$ cat src/rtl/record_instrument.sv
// rtl/record_instrument.sv - AC97 mic capture packed four-per-word into ZBT memory
//
// Ports:
//   clock           system clock (27 MHz)
//   reset           asynchronous active-low reset
//   start           pulse: begin a new take at base_address (honoured in IDLE/DONE)
//   stop            pulse: end the take early, flushing a partial word
//   ready           strobe: from_ac97_data carries a valid sample
//   base_address    first ZBT word address of the take
//   from_ac97_data  8-bit PCM sample
//   we_ZBT          active-low ZBT write enable, low for one cycle per word
//   address         ZBT word address (base + words_written, wraps mod 2^ADDR_W)
//   data_out        packed word {4'b0, lane0, lane1, lane2, lane3}
//   recording       high in REC
//   done            high in DONE
//   words_written   words committed in the current/last take (playback length)

module record_instrument #(
    parameter int RECORDING_LEN = 32768,
    parameter int ADDR_W        = 19
) (
    input  logic              clock,
    input  logic              reset,
    input  logic              start,
    input  logic              stop,
    input  logic              ready,
    input  logic [ADDR_W-1:0] base_address,
    input  logic [7:0]        from_ac97_data,
    output logic              we_ZBT,
    output logic [ADDR_W-1:0] address,
    output logic [35:0]       data_out,
    output logic              recording,
    output logic              done,
    output logic [ADDR_W-1:0] words_written
);

    typedef enum logic [1:0] {IDLE, REC, FLUSH, DONE} state_t;

    state_t            state;
    state_t            state_next;
    logic [1:0]        lane;
    logic [ADDR_W-1:0] base;
    logic [31:0]       pack;

    logic              capture;
    logic [1:0]        lane_upd;
    logic              word_full;
    logic              commit;
    logic              take_full;
    logic              take_start;
    logic              flush_issue;
    logic [ADDR_W-1:0] ww_inc;

    assign capture     = (state == REC) && ready;
    // Lane as it will be after this edge's capture; stop decisions use it.
    assign lane_upd    = capture ? lane + 2'd1 : lane;
    assign word_full   = capture && (lane == 2'd3);
    // A low write enable means a word is in flight; the following edge commits it.
    assign commit      = !we_ZBT;
    assign ww_inc      = words_written + ADDR_W'(1);
    assign take_full   = commit && (ww_inc == ADDR_W'(RECORDING_LEN));
    assign take_start  = start && ((state == IDLE) || (state == DONE));
    // On entry to FLUSH we_ZBT is high, so high here means the flush write is not yet issued.
    assign flush_issue = (state == FLUSH) && we_ZBT;

    assign recording   = (state == REC);
    assign done        = (state == DONE);

    always_ff @(posedge clock or negedge reset) begin
        if (!reset) begin
            state <= IDLE;
        end else begin
            state <= state_next;
        end
    end

    always_comb begin
        state_next = state;
        case (state)
            IDLE, DONE: begin
                if (start) state_next = REC;
            end
            REC: begin
                if (take_full)     state_next = DONE;
                else if (stop)     state_next = (lane_upd != 2'd0) ? FLUSH : DONE;
            end
            FLUSH: begin
                if (commit)        state_next = DONE;
            end
            default: state_next = IDLE;
        endcase
    end

    always_ff @(posedge clock or negedge reset) begin
        if (!reset) begin
            we_ZBT        <= 1'b1;
            address       <= '0;
            data_out      <= '0;
            words_written <= '0;
            lane          <= 2'd0;
            base          <= '0;
            pack          <= '0;
        end else if (take_start) begin
            base          <= base_address;
            words_written <= '0;
            lane          <= 2'd0;
            pack          <= '0;
            we_ZBT        <= 1'b1;
        end else begin
            if (commit) begin
                we_ZBT        <= 1'b1;
                words_written <= ww_inc;
            end
            if (capture) begin
                lane <= lane + 2'd1;
                if (word_full) begin
                    data_out <= {4'b0, pack[31:8], from_ac97_data};
                    address  <= base + words_written;
                    we_ZBT   <= 1'b0;
                    pack     <= '0;
                end else begin
                    case (lane)
                        2'd0:    pack[31:24] <= from_ac97_data;
                        2'd1:    pack[23:16] <= from_ac97_data;
                        default: pack[15:8]  <= from_ac97_data;
                    endcase
                end
            end
            // Unfilled lanes are already zero because pack clears after every write.
            if (flush_issue) begin
                data_out <= {4'b0, pack};
                address  <= base + words_written;
                we_ZBT   <= 1'b0;
                pack     <= '0;
                lane     <= 2'd0;
            end
        end
    end

endmodule
$ cat config.mk
export PLATFORM = sky130hd
export DESIGN_NAME = record_instrument
export DESIGN_NICKNAME = d
export VERILOG_FILES = /design/src/rtl/record_instrument.sv
export SDC_FILE = /design/constraint.sdc
export NUM_CORES = 1
export LEC_CHECK = 0
export CORE_MARGIN = 8
export CORE_UTILIZATION = 48
export DETAILED_ROUTE_END_ITERATION = 7
export HOLD_SLACK_MARGIN = 0.15
export PLACE_DENSITY_LB_ADDON = 0.08
export SYNTH_ARGS = -nofsm -noshare
export SYNTH_HDL_FRONTEND = slang
export SYNTH_SLANG_ARGS = --single-unit
$ cat constraint.sdc
create_clock -name clock -period 2.3 [get_ports clock]
set_clock_uncertainty 0.05 [all_clocks]
set_input_delay 0.69 -clock clock [delete_from_list [all_inputs] [get_ports clock]]
set_output_delay 0.69 -clock clock [all_outputs]
set_load 0.03 [all_outputs]
==> metrics.txt <==
layout cell share with drive strength beyond 1 22.7%; critical path class register to register; Fill cells between 900 and 1000; num ports 109; EDFF count, synth 0; TritonCTS clock tree built; FF+latch count, synth between 100 and 150; Via density approximately 5.2; slowest CP cell or4_1; final setup TNS -346 ps; synth warn 0; number of diodes 0; final max-slew violation count 0; die area between 15000 and 20000 sq um; XOR/XNOR Fraction of Synth Area under 10%; worst flop-to-flop path startpoint words_written[0]$_DFFE_PN0P_; Post-Synth Simple-Gate Area 21.3%; worst-path fanout max 5; drt pass-1 iters 5; Leak Pwr between 4 and 5 nW; Final Hold Violating Endpoints 0; syn avg cell area 9.41 sq um; Setup-failing EPs final 7; share of flip-flops with an asynchronous set or reset between 90% and 100%; Post-Synth Adder-Cell Area around 5.7%; TritonCTS Buffers 17; failing checks negative setup slack; Vias 5214; Most used DFF post-synth dfrtp_1; Final min period 2430 ps; die width around 130 microns; Core Rows between 40 and 50; first-pass GRT wire length ~26000 microns; worst hold path class primary input to async pin; CTS clk-pin slew, worst paths 60 ps; H-tree depth 4; period utilization 106%; Routed WL 16000 microns; fin util roughly 69%; grt ovf 0; Cells after Synth roughly 640; Core Region 12500 sq um; CP startpoint words_written[0]$_DFFE_PN0P_; GP Congestion 0.865; post-synthesis sequential area ratio 48.8%; status finished, violations left; Synth Area in Compound Gates under 10%; VDD IR max 0.960 mV; Final Power roughly 11 mW; placed cell areas between 7000 and 8000 sq um; Worst EP arrival between 2000 and 3000 ps; Final nets slightly below 900; clock buffer depth 2; post-synth cell types 61; largest family of logic cells by synthesized area simple AND/OR/NAND/NOR gates; All-Layer GR Usage about a fifth; # clock sinks 118; crit-path cells ha_4 -> nand3_4 -> nor2_2 -> a22oi_1 -> or4_1 -> or4_4 -> a21o_1 -> a32o_1; RSZ-0062 raised after global routing yes; fmax 411 MHz; post-synthesis mux area share under 10%; Syn-to-layout area delta 41.3%; # DRC 0; initial DRC count 292; Cell Pwr Density ~1300 nW/um^2; max incr delay on CP a little over 500 ps; routed len/inst around 16 microns; Clock Root Buffer clkbuf_16; final antenna-violating net count 0; Die Y-Extent roughly 130 microns; critical path capture point type register; Max Cap Viol 0; PortBufs around 100; Initial Utilization between 40% and 50%; largest net degree at the start of global routing 45; Worst setup SP type register; Post-Syn Area between 6000 and 7000 sq um; Post-DP HPWL around 12000 microns; vias in the first global route between 5000 and 6000; Hold WS 185 ps; fin area 8560 sq um; clock latency at the later pin of the worst-skew pair between 400 and 500 ps; initial antenna violation count 0; final worst setup slack -133 ps; Worst EP required 2550 ps; Multi-input gate area just over 3000 sq um; register area approximately 3000 sq um
[cells by family after synthesis]
| logic type | Yosys count |
|---|---|
| multiplexers | 28 |
| buffers and inverters | 46 |
| AND/OR/NAND/NOR | 292 |
| flip-flops | 118 |
| AO/OA/AOI/OAI | 92 |
| other | 1 |
| adder cells (fa/ha/maj) | 27 |
| XOR/XNOR | 40 |
[what timing repair did]
item / CTS / global route
setup endpoints to repair: 35 / 21
hold buffers: 0 / 0
resized for setup: 39 / 27
pin swaps: 9 / 13
setup buffers: 5 / 6
[flip-flops by register name (all words and copies together) (netlist names)]
name / cells
address: 19
base: 19
data_out: 32
lane: 2
pack: 24
state: 2
we_ZBT: 1
words_written: 19
[cell usage after synthesis, drive strengths merged, types with 4 or more instances]
cell	number	area, sq um
and2	4	28.8
clkbuf	18	67.6
a21oi	17	85.1
nor2b	5	31.3
nand4	7	58.8
mux2	24	270
a21o	6	45.0
a211oi	9	67.6
inv	15	56.3
nor2	33	131
o21ai	32	160
nand2	188	706
nand3	16	80.1
ha	26	325
xnor2	20	183
a31oi	4	25.0
nand2b	4	25.0
nor4	6	37.5
nor3	7	35.0
and3	11	70.1
xor2	20	175
dfrtp	117	2930
mux2i	4	40.0
o21bai	4	30.0
buf	12	80.1
o21a	4	30.0
[metrics by stage]
step | cells | setup slack (ps)
after floorplan | 647 | -199
after global placement | 962 | -168
after detailed placement | 962 | -253
after CTS | 999 | -130
after global routing | 1005 | -264
final | 1005 | -133
[metal layers]
layer	up-vias	global-route usage (%)	wire length, microns
li1	2535	-	-
met1	2530	27.6	7580
met2	131	30.4	7210
met3	18	5.25	985
met4	0	7.83	246
met5	-	0	0
[cells in the final DEF (no fill, tap or decap), drive strengths merged, types with 2 or more instances in the layout]
cell type,synthesis,final
mux2,24,24
nand4,7,7
buf,12,82
nor3,7,7
ha,26,26
o31a,3,3
o211ai,2,2
dlygate4sd2,0,21
o21a,4,4
or3,2,2
dfrtp,117,117
and2,4,4
or4,2,2
o21ai,32,32
nor2,33,33
and3,11,11
clkinv,0,5
nand2,188,188
conb,1,4
xnor2,20,20
a21o,6,6
a21oi,17,17
nand2b,4,4
nor3b,3,3
o21bai,4,4
clkinvlp,0,3
xor2,20,20
or2,2,2
inv,15,16
clkdlybuf4s50,0,81
a211oi,9,9
nor2b,5,5
nand3,16,16
mux2i,4,4
clkbuf,18,21
a31oi,4,4
bufinv,0,3
nor4,6,6
[final timing paths]
kind,cells past startpoint,end,slack (ps)
min in group clock,2,data_out[21]$_DFFE_PN0P_,410
setup reg to reg,8,state[1]$_DFFE_PN0P_,-130
hold / removal,1,address[18]$_DFFE_PN0P_,190
setup / recovery,8,state[1]$_DFFE_PN0P_,-130
hold reg to reg,2,data_out[21]$_DFFE_PN0P_,410
max in group asynchronous,2,data_out[26]$_DFFE_PN0P_,1280
[layout make-up]
cell class	count	area share, %
multi-input combinational	483	35.9
sequential	118	34.7
timing repair buffer	185	19.4
clock buffer	20	5.10
tap	172	2.51
clock inverter	12	1.80
inverter	15	0.658
[where the power goes]
| group | internal, mW | leakage, nW | switching [mW] |
|---|---|---|---|
| logic | 2.33 | 2.37 | 3.04 |
| registers | 2.88 | 1.50 | 0.490 |
| clock network | 1.70 | 0.280 | 0.941 |
[worst max-delay path: cells and delay by family (launching register included)]
kind                       cells  cell delay, ps
adders and majority gates      1             190
and+or+nand+nor                4            1200
DFF                            1             420
AOI/OAI and AO/OA              3             450
No activity file was read; power rests on OpenSTA's default activity.
